### config.mk
export PLATFORM = sky130hd
export DESIGN_NAME = button_conditioner
export DESIGN_NICKNAME = d
export VERILOG_FILES = /design/src/rtl/button_conditioner.sv
export SDC_FILE = /design/constraint.sdc
export NUM_CORES = 1
export LEC_CHECK = 0
export BUFFER_PORTS_ARGS = -buffer_cell sky130_fd_sc_hd__buf_2
export CORE_MARGIN = 5
export CORE_UTILIZATION = 50
export DETAILED_ROUTE_END_ITERATION = 12
export GPL_TIMING_DRIVEN = 1
export PLACE_DENSITY = 0.65
export SYNTH_ARGS = -nofsm -noshare
export SYNTH_HDL_FRONTEND = slang
export SYNTH_SLANG_ARGS = --single-unit
export TNS_END_PERCENT = 20
### constraint.sdc
create_clock -name clk_50MHz -period 3.1 [get_ports clk_50MHz]
set_clock_uncertainty 0.1 [all_clocks]
set_input_delay 0.62 -clock clk_50MHz [delete_from_list [all_inputs] [get_ports clk_50MHz]]
set_output_delay 0.62 -clock clk_50MHz [all_outputs]
set_load 0.02 [all_outputs]
### src/rtl/button_conditioner.sv
`default_nettype none
// ============================================================================
// Module      : button_conditioner
// Description : Pushbutton conditioner. It synchronises a raw bouncing button,
//               debounces the press and release edges, and produces a debounced
//               level, press/release/long-press strobes and a toggle output.
// Revision    : 1.0 - initial release
// ============================================================================
module button_conditioner #(
    parameter int DEBOUNCE_CYCLES   = 1000000,
    parameter int LONG_PRESS_CYCLES = 50000000,
    parameter bit ACTIVE_LOW        = 1'b1
) (
    input  logic clk_50MHz,
    input  logic reset_n,
    input  logic button_in,
    output logic btn_level,
    output logic press_pulse,
    output logic release_pulse,
    output logic long_press_pulse,
    output logic toggle_state
);

    // Both counters share one width. It holds LONG_PRESS_CYCLES, the saturated
    // hold value, and DEBOUNCE_CYCLES, which is always below it.
    localparam int c_CW = $clog2(LONG_PRESS_CYCLES) + 1;

    localparam logic [c_CW-1:0] c_DB_LAST    = c_CW'(DEBOUNCE_CYCLES - 1);
    localparam logic [c_CW-1:0] c_DB_LOAD    = c_CW'(DEBOUNCE_CYCLES);
    localparam logic [c_CW-1:0] c_LONG_LAST  = c_CW'(LONG_PRESS_CYCLES - 1);
    localparam logic [c_CW-1:0] c_LONG_SAT   = c_CW'(LONG_PRESS_CYCLES);
    localparam logic [c_CW-1:0] c_ONE        = c_CW'(1);

    typedef enum logic [2:0] {
        S_IDLE      = 3'd0,
        S_PRESS_DB  = 3'd1,
        S_PRESSED   = 3'd2,
        S_LONG_HELD = 3'd3,
        S_REL_DB    = 3'd4
    } state_t;

    logic            r_sync1;
    logic            r_sync2;
    logic            w_raw_pressed;

    state_t          r_state;
    logic [c_CW-1:0] r_db_cnt;
    logic [c_CW-1:0] r_hold_cnt;
    logic            r_from_long;
    logic            r_btn_level;
    logic            r_press_pulse;
    logic            r_release_pulse;
    logic            r_long_pulse;
    logic            r_toggle;

    // Two-flop synchroniser. Reset loads the released level so that no press is seen.
    always_ff @(posedge clk_50MHz or negedge reset_n) begin
        if (!reset_n) begin
            r_sync1 <= ACTIVE_LOW;
            r_sync2 <= ACTIVE_LOW;
        end else begin
            r_sync1 <= button_in;
            r_sync2 <= r_sync1;
        end
    end

    assign w_raw_pressed = r_sync2 ^ ACTIVE_LOW;

    // Debounce/hold state machine. All outputs are registered here.
    always_ff @(posedge clk_50MHz or negedge reset_n) begin
        if (!reset_n) begin
            r_state         <= S_IDLE;
            r_db_cnt        <= '0;
            r_hold_cnt      <= '0;
            r_from_long     <= 1'b0;
            r_btn_level     <= 1'b0;
            r_press_pulse   <= 1'b0;
            r_release_pulse <= 1'b0;
            r_long_pulse    <= 1'b0;
            r_toggle        <= 1'b0;
        end else begin
            // Strobes are high for a single cycle, so they clear unless a transition sets them.
            r_press_pulse   <= 1'b0;
            r_release_pulse <= 1'b0;
            r_long_pulse    <= 1'b0;

            case (r_state)
                S_IDLE: begin
                    if (w_raw_pressed) begin
                        r_state  <= S_PRESS_DB;
                        r_db_cnt <= c_ONE;
                    end else begin
                        r_db_cnt <= '0;
                    end
                end

                S_PRESS_DB: begin
                    if (!w_raw_pressed) begin
                        r_state  <= S_IDLE;
                        r_db_cnt <= '0;
                    end else if (r_db_cnt == c_DB_LAST) begin
                        r_state       <= S_PRESSED;
                        r_db_cnt      <= '0;
                        r_hold_cnt    <= c_DB_LOAD;
                        r_btn_level   <= 1'b1;
                        r_press_pulse <= 1'b1;
                        r_toggle      <= ~r_toggle;
                    end else begin
                        r_db_cnt <= r_db_cnt + c_ONE;
                    end
                end

                S_PRESSED: begin
                    // A release takes priority. hold_cnt is frozen while the
                    // release is being debounced.
                    if (!w_raw_pressed) begin
                        r_state     <= S_REL_DB;
                        r_db_cnt    <= c_ONE;
                        r_from_long <= 1'b0;
                    end else if (r_hold_cnt == c_LONG_LAST) begin
                        r_state      <= S_LONG_HELD;
                        r_hold_cnt   <= c_LONG_SAT;
                        r_long_pulse <= 1'b1;
                    end else begin
                        r_hold_cnt <= r_hold_cnt + c_ONE;
                    end
                end

                S_LONG_HELD: begin
                    // hold_cnt stays saturated. Only a release can leave this state.
                    if (!w_raw_pressed) begin
                        r_state     <= S_REL_DB;
                        r_db_cnt    <= c_ONE;
                        r_from_long <= 1'b1;
                    end
                end

                S_REL_DB: begin
                    if (w_raw_pressed) begin
                        // This was a release glitch. Go back to where the FSM came from with no strobe.
                        r_state  <= r_from_long ? S_LONG_HELD : S_PRESSED;
                        r_db_cnt <= '0;
                    end else if (r_db_cnt == c_DB_LAST) begin
                        r_state         <= S_IDLE;
                        r_db_cnt        <= '0;
                        r_hold_cnt      <= '0;
                        r_btn_level     <= 1'b0;
                        r_release_pulse <= 1'b1;
                    end else begin
                        r_db_cnt <= r_db_cnt + c_ONE;
                    end
                end

                default: begin
                    r_state  <= S_IDLE;
                    r_db_cnt <= '0;
                end
            endcase
        end
    end

    assign btn_level        = r_btn_level;
    assign press_pulse      = r_press_pulse;
    assign release_pulse    = r_release_pulse;
    assign long_press_pulse = r_long_pulse;
    assign toggle_state     = r_toggle;

endmodule
`default_nettype wire

==> out/qor.csv, run 1 <==
metric;value;unit
finalMaxSlewViolations;0;
status;finished, final reports clean;
holdCritPathClass;in -> async;
die-width;96.4;µm
crit_chain;ha_1 > nor4b_1 > and4_1 > a41oi_4 > and2_1 > a221o_1;
seq_area_frac_synth;43.6;%
worst_pin_slew;642;ps
nets;423;
dieArea;0.00930;mm²
fmax;0.398;GHz
critPathBufInv;0;
first_global_vias;3009;
syn2layout_area_growth;10.0;%
clock_path_buffers;2;
reg2reg_to;r_hold_cnt[26];
drc_errors;0;
dp.cells;506;
wl_per_cell;16.5;µm
fp.coreArea;0.00725;mm²
finalHoldViolations;0;
synthDistinctLibCells;62;
multiInputGateArea;0.00197;mm²
synth-edff-count;0;
fin_cells;521;
slew_headroom;57.1;%
leakage;1.78;nW
synthFlopType;dfrtp_1;
final_common_cell;dfrtp_1;
powerDensity;401;mW/mm²
crit_type;reg -> reg;
fillers;665;
min_period;2510;ps
first_iter_violations;179;
grt_setup_unrepaired;false;
first_pass_iters;4;
fin_ws;590;ps
r2r_slack;590;ps
synth-warning-count;0;
fp.dieH;96.4;µm
portBuffers;7;
worstReg2RegStart;r_db_cnt[0];
endpoint_kind;register;
synthCells;402;
cpMaxStageDelayCell;and4_1;
ios;8;
cts_resized;0;
grt_overflow;0;
cts_sinks;65;
grt_max_degree;37;
fin_crit_sh;81.0;%
rows;31;
setup_tns;0;ps
final_cell_mix;63 x dfrtp_1, 41 x nor2_1, 35 x nand2_1, 33 x nand3_1, 24 x nand4_1;
crit_family;simple AND/OR/NAND/NOR gates;
dp.final_hpwl;5.97;mm
postPlaceCellArea;0.00392;mm²
dp_slack;599;ps
synth_nets;407;
cts_setup_buffers;0;
arrival;2640;ps
maxCapViolCount;0;
htree_levels;3;
gr-usage-all-layers;20.4;%
via_per_inst;6.07;
start_kind;register;
place_congestion;0.858;
vdd_drop_max;0.000298;V
ff2ff_path_depth;6;
antenna_found_initial;0;
clkSlewWorstSetupHoldPaths;70;ps
cts_tree;done;
holdWs;197;ps
drive_gt1_share;13.0;%
setup_violations;0;
ys_ff_latch;65;
regArea;0.00163;mm²
wirelength;8.62;mm
vias;3162;
ant_nets;0;
grt_pass1_wl;14.8;mm
synth_area;0.00374;mm²
postCtsHoldBufs;0;
fin_area;0.00411;mm²
antennaDiodeCount;0;
worstPathRequired;3230;ps
root_buffer;clkbuf_8;
cpPeakStageDelay;500;ps
path_max_fanout;15;
async_reset_ff_share;100;%
insertion_delay;340;ps
floorplan.initialDensity;51.5;%
postSynthAreaPerCell;9.29;µm²
cts_made_buffers;9;
-- power by group --
group          internal (W)  switching (W)
sequential         0.000854     0.00000493
combinational     0.0000147      0.0000400
clock              0.000409       0.000328
total               0.00128       0.000373
-- routing by layer --
metal	share of wire, %	routed length (µm)	global-route usage, %
met1	47	4070	28.2
met2	48	4100	31.8
met5	0	0	0
met3	3.3	286	3.49
met4	2.0	170	8.53
-- area by class of cell --
class / instances / share of cell area, %
multi-input cells: 309 / 48.0
flip-flops and latches: 65 / 39.6
clock buffers: 12 / 3.77
repair buffers: 22 / 3.59
well taps: 99 / 3.01
inverters: 11 / 1.00
clock inverters: 3 / 0.974
-- synth_stat cells (all sizes together) (6+ instances only) --
library cell | instances | area share [%]
and3 | 17 | 2.8
and4 | 7 | 1.6
nand3 | 33 | 4.4
dfrtp | 63 | 42
a31oi | 10 | 1.7
a22oi | 6 | 1.2
nand2 | 35 | 3.5
clkbuf | 9 | 0.90
xor2 | 19 | 4.5
nor2 | 43 | 4.6
nor3 | 17 | 2.5
buf | 8 | 1.5
a21oi | 8 | 1.2
nand4 | 25 | 4.6
inv | 11 | 1.1
-- flip-flops by register name, summed over array words and instances (netlist names) --
signal,flops
btn_level,1
long_press_pulse,1
press_pulse,1
r_db_cnt,27
r_from_long,1
r_hold_cnt,27
r_state,3
r_sync1,1
r_sync2,1
release_pulse,1
toggle_state,1
-- worst max path at each step --
stage / endpoint / slack, ps / cells after the start / startpoint
2_1_floorplan: r_hold_cnt[17] / 940 / 7 / r_hold_cnt[0]
3_3_place_gp: r_hold_cnt[26] / 640 / 6 / r_db_cnt[0]
3_5_place_dp: r_hold_cnt[26] / 600 / 6 / r_db_cnt[0]
4_1_cts: r_hold_cnt[26] / 580 / 6 / r_db_cnt[0]
5_1_grt: r_hold_cnt[26] / 430 / 6 / r_db_cnt[0]
6_report: r_hold_cnt[26] / 590 / 6 / r_db_cnt[0]
-- metrics by stage --
| step | util (%) | power, W |
|---|---|---|
| finish | 56.7 | 0.00165 |
| global route | 56.7 | 0.00172 |
| CTS | 56.7 | 0.00167 |
| detailed placement | 54.0 | 0.000931 |
| global placement | 54.0 | 0.000930 |
| floorplan | - | 0.000902 |
-- kinds of logic after synthesis --
| family | Yosys count | share of synthesized area [%] |
|---|---|---|
| simple gates | 214 | 31.9 |
| flops | 65 | 43.6 |
| compound gates | 63 | 13.0 |
| buf+inv | 28 | 3.55 |
| xor+xnor | 24 | 5.63 |
| mux | 6 | 1.67 |
| fa+ha+maj | 2 | 0.670 |
No activity file was read; power rests on OpenSTA's default activity.
==> inputs of run 2 (changes only) <==
Settings changed: ABC_AREA from default to 1.
Clock period 3.1 ns to 2.5 ns, I/O delays scaled along.
==> run 2 against run 1 <==
Net effect:
- clock-buffer cell count did not move
- maximum frequency increased by 10%
- die area is 8.6% higher
- via count grew 21%
- area after synthesis rose by 9.6%
- setup slack lost 370 ps
- flip-flop and latch count unchanged
==> out/qor.csv, run 2 <==
metric;value;unit;change
ant_nets;0;;unchanged
drive_gt1_share;10.3;%;was 13.0%
fmax;0.439;GHz;was 0.398 GHz
synth_nets;603;;was 407
endpoint_kind;register;;unchanged
dp.final_hpwl;7.40;mm;was 5.97 mm
wirelength;9.91;mm;was 8.62 mm
postSynthAreaPerCell;6.85;µm²;was 9.29 µm²
synthDistinctLibCells;30;;was 62
crit_type;reg -> reg;;unchanged
synthTopCellsByArea;dfrtp_1 38%, nand2_1 18%, nor2_1 7.1%;;was dfrtp_1 42%, xor2_1 4.5%, nand3_1 4.4%
cts_made_buffers;9;;unchanged
portBuffers;7;;unchanged
yosysTopAreaCell;dfrtp_1;;unchanged
reg2reg_to;r_db_cnt[11];;was r_hold_cnt[26]
floorplan.initialDensity;50.6;%;was 51.5%
cpMaxStageDelayCell;dfrtp_1;;was and4_1
place_congestion;0.920;;was 0.858
leakage;2.08;nW;was 1.78 nW
synth-edff-count;0;;unchanged
grt_overflow;0;;unchanged
r2r_slack;220;ps;was 590 ps
slew_headroom;67.4;%;was 57.1%
seq_area_frac_synth;39.8;%;was 43.6%
ios;8;;unchanged
min_period;2280;ps;was 2510 ps
grt_pass1_wl;17.0;mm;was 14.8 mm
fp.dieH;101;µm;was 96.4 µm
antenna_found_initial;0;;unchanged
arrival;2420;ps;was 2640 ps
first_global_vias;3657;;was 3,009
root_buffer;clkbuf_8;;unchanged
die-width;101;µm;was 96.4 µm
holdCritPathClass;in -> reg;;was in -> async
multiInputGateArea;0.00213;mm²;was 0.00197 mm²
start_kind;register;;unchanged
worstPathRequired;2640;ps;was 3230 ps
worstReg2RegStart;r_db_cnt[0];;unchanged
clkSlewWorstSetupHoldPaths;80;ps;was 70 ps
cts_sinks;65;;unchanged
vias;3830;;was 3,162
synth_top_cell_area_share;38.5;%;was 42.2%
first_pass_iters;5;;was 4
wl_per_cell;13.7;µm;was 16.5 µm
cpPeakStageDelay;390;ps;was 500 ps
top_regs;r_db_cnt (27), r_hold_cnt (27), r_state (3);;unchanged
final_common_cell;nand2_1;;was dfrtp_1
post-synth-top-count-cell;nand2_1;;was dfrtp_1
fin_cells;725;;was 521
dieArea;0.0101;mm²;was 0.00930 mm²
fillers;809;;was 665
clock_path_buffers;2;;unchanged
async_reset_ff_share;100;%;unchanged
htree_levels;3;;unchanged
crit_chain;ha_1 > nand3_2 > nor2_4 > inv_1 > nor2_2 > nand2_2 > nand2_2 > nand2_1 > inv_2 > nor3_1;;was ha_1 > nor4b_1 > and4_1 > a41oi_4 > and2_1 > a221o_1
cts_tree;done;;unchanged
grt_max_degree;29;;was 37
crit_end;r_db_cnt[11];;was r_hold_cnt[26]
syn2layout_area_growth;9.50;%;was 10.0%
synth_common_cells;192 x nand2_1, 78 x nor2_1, 64 x inv_1;;was 63 x dfrtp_1, 41 x nor2_1, 35 x nand2_1
via_per_inst;5.28;;was 6.07
rows;33;;was 31
fp.coreArea;0.00809;mm²;was 0.00725 mm²
setup_violations;0;;unchanged
dp.cells;708;;was 506
crit_path_frequent_cell;nand2_2;;
nets;620;;was 423
synthCells;598;;was 402
synthFlopType;dfrtp_1;;unchanged
holdWs;130;ps;was 197 ps
crit_start;r_db_cnt[0];;unchanged
synth_area;0.00410;mm²;was 0.00374 mm²
synth-warning-count;0;;unchanged
vdd_drop_max;0.000410;V;was 0.000298 V
finalMaxSlewViolations;0;;unchanged
ys_ff_latch;65;;unchanged
antennaDiodeCount;0;;unchanged
fin_crit_sh;91.2;%;was 81.0%
drc_errors;0;;unchanged
finalHoldViolations;0;;unchanged
regArea;0.00163;mm²;unchanged
worst_pin_slew;490;ps;was 642 ps
first_iter_violations;161;;was 179
maxCapViolCount;0;;unchanged
gr-usage-all-layers;21.2;%;was 20.4%
final_cell_mix;192 x nand2_1, 78 x nor2_1, 64 x inv_1, 63 x dfrtp_1, 49 x nand3_1;;was 63 x dfrtp_1, 41 x nor2_1, 35 x nand2_1, 33 x nand3_1, 24 x nand4_1
powerDensity;742;mW/mm²;was 401 mW/mm²
status;finished, final reports clean;;unchanged
grt_setup_unrepaired;false;;unchanged
cts_resized;0;;unchanged
insertion_delay;360;ps;was 340 ps
ff2ff_path_depth;10;;was 6
setup_tns;0;ps;unchanged
path_max_fanout;12;;was 15
==> run 2: cell count changes in the layout (fill, tap and decap cells not counted), moves of 7 or more <==
cell / delta
nand2_1: +157
inv_1: +53
nor2_1: +37
and3_1: -17
nand3_1: +16
o21ai_1: +14
buf_4: -11
o21ai_0: +11
inv_2: +10
a31oi_1: -8
and4_1: -7
==> run 2: layout make-up <==
type	count	area share [%]
clock inverter	4	1.12
tap	105	2.93
sequential	65	36.3
clock buffer	12	3.68
timing repair buffer	13	2.12
multi-input combinational	451	47.5
inverter	75	6.30
==> run 2: worst min path at each step <==
stage          cells after the start  slack (ps)         to      start
2_1_floorplan                      0         100  btn_level    reset_n
3_3_place_gp                       0         250    r_sync2    r_sync1
3_5_place_dp                       0         250    r_sync2    r_sync1
4_1_cts                            1         120    r_sync1  button_in
5_1_grt                            1         110    r_sync1  button_in
6_report                           1         130    r_sync1  button_in
==> run 2: worst max-delay path, delay by kind of cell, from the launching register on <==
family | cells | cell delay, ps
fa+ha+maj | 1 | 250
buf+inv | 2 | 370
flops | 1 | 390
simple gates | 7 | 1050
==> run 2: timing repair <==
action                                  in CTS  in global routing
hold endpoints to repair                     7                  0
endpoints found under the setup margin       0                  0
hold buffers                                 1                  0
setup buffers                                0                  0
==> run 2: per-layer routing <==
layer	global-route usage, %	routed length (µm)
met5	0	0
met2	35.6	4850
met4	8.39	261
met1	26.4	4470
met3	4.91	325
==> run 2: stage by stage <==
| step | util, % | cell area [µm²] | worst slack, ps | total power, W |
|---|---|---|---|---|
| global placement | 52.6 | 4260 | 346 | 0.00233 |
| CTS | 55.4 | 4490 | 257 | 0.00334 |
| global route | 55.4 | 4490 | 78.0 | 0.00354 |
| floorplan | - | 4100 | 745 | 0.00212 |
| detailed placement | 52.6 | 4260 | 299 | 0.00235 |
| finish | 55.4 | 4490 | 221 | 0.00333 |
==> run 2: report_power, final <==
part,switching [W],total (W),internal (W)
clock network,0.000446,0.000986,0.000541
registers,0.000147,0.00132,0.00117
logic,0.000725,0.00102,0.000298
total,0.00132,0.00333,0.00201
==> run 2: logic make-up (layout without fill, tap and decap cells) <==
family	count (synthesis)	count (layout)	share of synthesized area [%]
AOI/OAI and AO/OA	41	41	5.25
xor gates and xnor gates	22	22	4.70
adders and majority gates	2	2	0.611
buffers and inverters	82	104	8.19
DFF	65	65	39.8
and+or+nand+nor	386	386	41.5
==> inputs of run 3 (changes only) <==
Settings changed: CORE_ASPECT_RATIO from default to 1.25.
==> run 3 against run 2 <==
Net effect:
- first-iteration DRC count is 17% higher
- register-to-register slack better by 50 ps
- final cell count is 1.4% lower
- worst hold slack worse by 70 ps
- sequential power hardly changed
- global-route usage is 0.66 points lower
- critical path depth stayed put
- die area is 0.11% higher
- clock power is 7.6% lower
- combinational power hardly changed
- via count is 1.6% lower
- flip-flop and latch count stayed put
- critical endpoint is now r_db_cnt[5]
==> out/qor.csv, run 3 (synthesis results as in run 2) <==
metric;value;unit;change
cts_setup_buffers;0;;unchanged
first_global_vias;3662;;was 3,657
cts_made_buffers;9;;unchanged
fin_crit_sh;89.3;%;was 91.2%
crit_path_frequent_cell;nand2_2;;unchanged
multiInputGateArea;0.00213;mm²;unchanged
grt_max_degree;39;;was 29
final_common_cell;nand2_1;;unchanged
vias;3768;;was 3,830
syn2layout_area_growth;8.34;%;was 9.50%
worst_pin_slew;657;ps;was 490 ps
ff2ff_path_depth;10;;unchanged
top_regs;r_db_cnt (27), r_hold_cnt (27), r_state (3);;unchanged
crit_type;reg -> reg;;unchanged
first_pass_iters;4;;was 5
ant_nets;0;;unchanged
grt.met3_usage;2.72;%;was 4.91%
reg2reg_to;r_db_cnt[5];;was r_db_cnt[11]
postPlaceCellArea;0.00424;mm²;was 0.00426 mm²
clkSlewWorstSetupHoldPaths;70;ps;was 80 ps
use_met1;23.5;%;was 26.4%
leakage;2.07;nW;was 2.08 nW
status;finished, final reports clean;;unchanged
ios;8;;unchanged
grt.met2_usage;36.9;%;was 35.6%
fp.dieH;111;µm;was 101 µm
crit_chain;ha_1 > nand3_2 > nor2_4 > inv_1 > nor2_2 > nand2_2 > nand2_2 > nand2_1 > inv_2 > nor2_1;;was ha_1 > nand3_2 > nor2_4 > inv_1 > nor2_2 > nand2_2 > nand2_2 > nand2_1 > inv_2 > nor3_1
root_buffer;clkbuf_8;;unchanged
fin_area;0.00444;mm²;was 0.00449 mm²
vdd_drop_max;0.000503;V;was 0.000410 V
wl_per_cell;13.8;µm;was 13.7 µm
endpoint_kind;register;;unchanged
regArea;0.00163;mm²;unchanged
grt_overflow;0;;unchanged
min_period;2230;ps;was 2280 ps
fmax;0.448;GHz;was 0.439 GHz
first_iter_violations;188;;was 161
r2r_slack;270;ps;was 220 ps
drive_gt1_share;10.2;%;was 10.3%
cpMaxStageDelayCell;dfrtp_1;;unchanged
start_kind;register;;unchanged
dieArea;0.0101;mm²;about the same
gr-usage-all-layers;20.6;%;was 21.2%
nets;618;;was 620
slew_headroom;56.2;%;was 67.4%
arrival;2380;ps;was 2420 ps
via_per_inst;5.27;;was 5.28
finalMaxSlewViolations;0;;unchanged
fp.coreArea;0.00810;mm²;was 0.00809 mm²
drc_errors;0;;unchanged
insertion_delay;370;ps;was 360 ps
wirelength;9.87;mm;was 9.91 mm
floorplan.initialDensity;50.6;%;about the same
grt_setup_unrepaired;false;;unchanged
antennaDiodeCount;0;;unchanged
critPathBufInv;2;;unchanged
crit_family;simple AND/OR/NAND/NOR gates;;unchanged
place_congestion;0.913;;was 0.920
holdCritPathClass;in -> async;;was in -> reg
clock_path_buffers;2;;unchanged
postCtsHoldBufs;0;;was 1
htree_levels;3;;unchanged
worstPathRequired;2650;ps;was 2640 ps
path_max_fanout;12;;unchanged
setup_tns;0;ps;unchanged
cpPeakStageDelay;400;ps;was 390 ps
worstReg2RegStart;r_db_cnt[0];;unchanged
rows;37;;was 33
portBuffers;7;;unchanged
cts_sinks;65;;unchanged
die-width;91.0;µm;was 101 µm
setup_violations;0;;unchanged
cts_tree;done;;unchanged
top_usage_layer;met2;;unchanged
finalHoldViolations;0;;unchanged
dp.final_hpwl;7.57;mm;was 7.40 mm
final_cell_mix;192 x nand2_1, 78 x nor2_1, 64 x inv_1, 63 x dfrtp_1, 49 x nand3_1;;unchanged
powerDensity;730;mW/mm²;was 742 mW/mm²
maxCapViolCount;0;;unchanged
fillers;811;;was 809
antenna_found_initial;0;;unchanged
grt_pass1_wl;16.9;mm;was 17.0 mm
cts_resized;0;;unchanged
run 3: worst max-delay path by stage:
stage,from,end,slack [ps],depth (start not counted)
finish,r_db_cnt[0],r_db_cnt[5],270,10
global route,r_db_cnt[0],r_db_cnt[3],120,10
CTS,r_db_cnt[0],r_db_cnt[5],280,10
detailed placement,r_db_cnt[0],r_db_cnt[17],290,10
global placement,r_db_cnt[0],r_db_cnt[19],370,10
floorplan,r_db_cnt[0],r_hold_cnt[18],750,11
run 3: stage by stage:
step                      util (%)  total power [W]  setup WS [ps]  hold slack, ps  instances
after floorplan                  -          0.00212            745             104        598
after global placement        52.4          0.00231            368             252        699
after detailed placement      52.4          0.00234            292             251        699
after CTS                     54.8          0.00325            279            81.5        715
after global routing          54.8          0.00346            118             120        715
final                         54.8          0.00324            269            59.6        715
run 3: power by group:
group	switching, W	leakage [nW]	internal (W)
clock network	0.000431	0.102	0.000480
logic	0.000716	1.09	0.000294
registers	0.000146	0.879	0.00117
run 3: layout make-up:
class	instances	share of cell area, %
clock buffer	10	3.10
multi-input combinational	451	48.0
inverter	75	6.37
clock inverter	6	1.30
tap	97	2.73
sequential	65	36.7
timing repair buffer	11	1.75
run 3: layer usage:
metal | part of all wire, % | vias up
li1 | - | 1928
met1 | 42 | 1761
met2 | 53 | 60
met3 | 2.6 | 19
met4 | 2.7 | 0
met5 | 0 | -
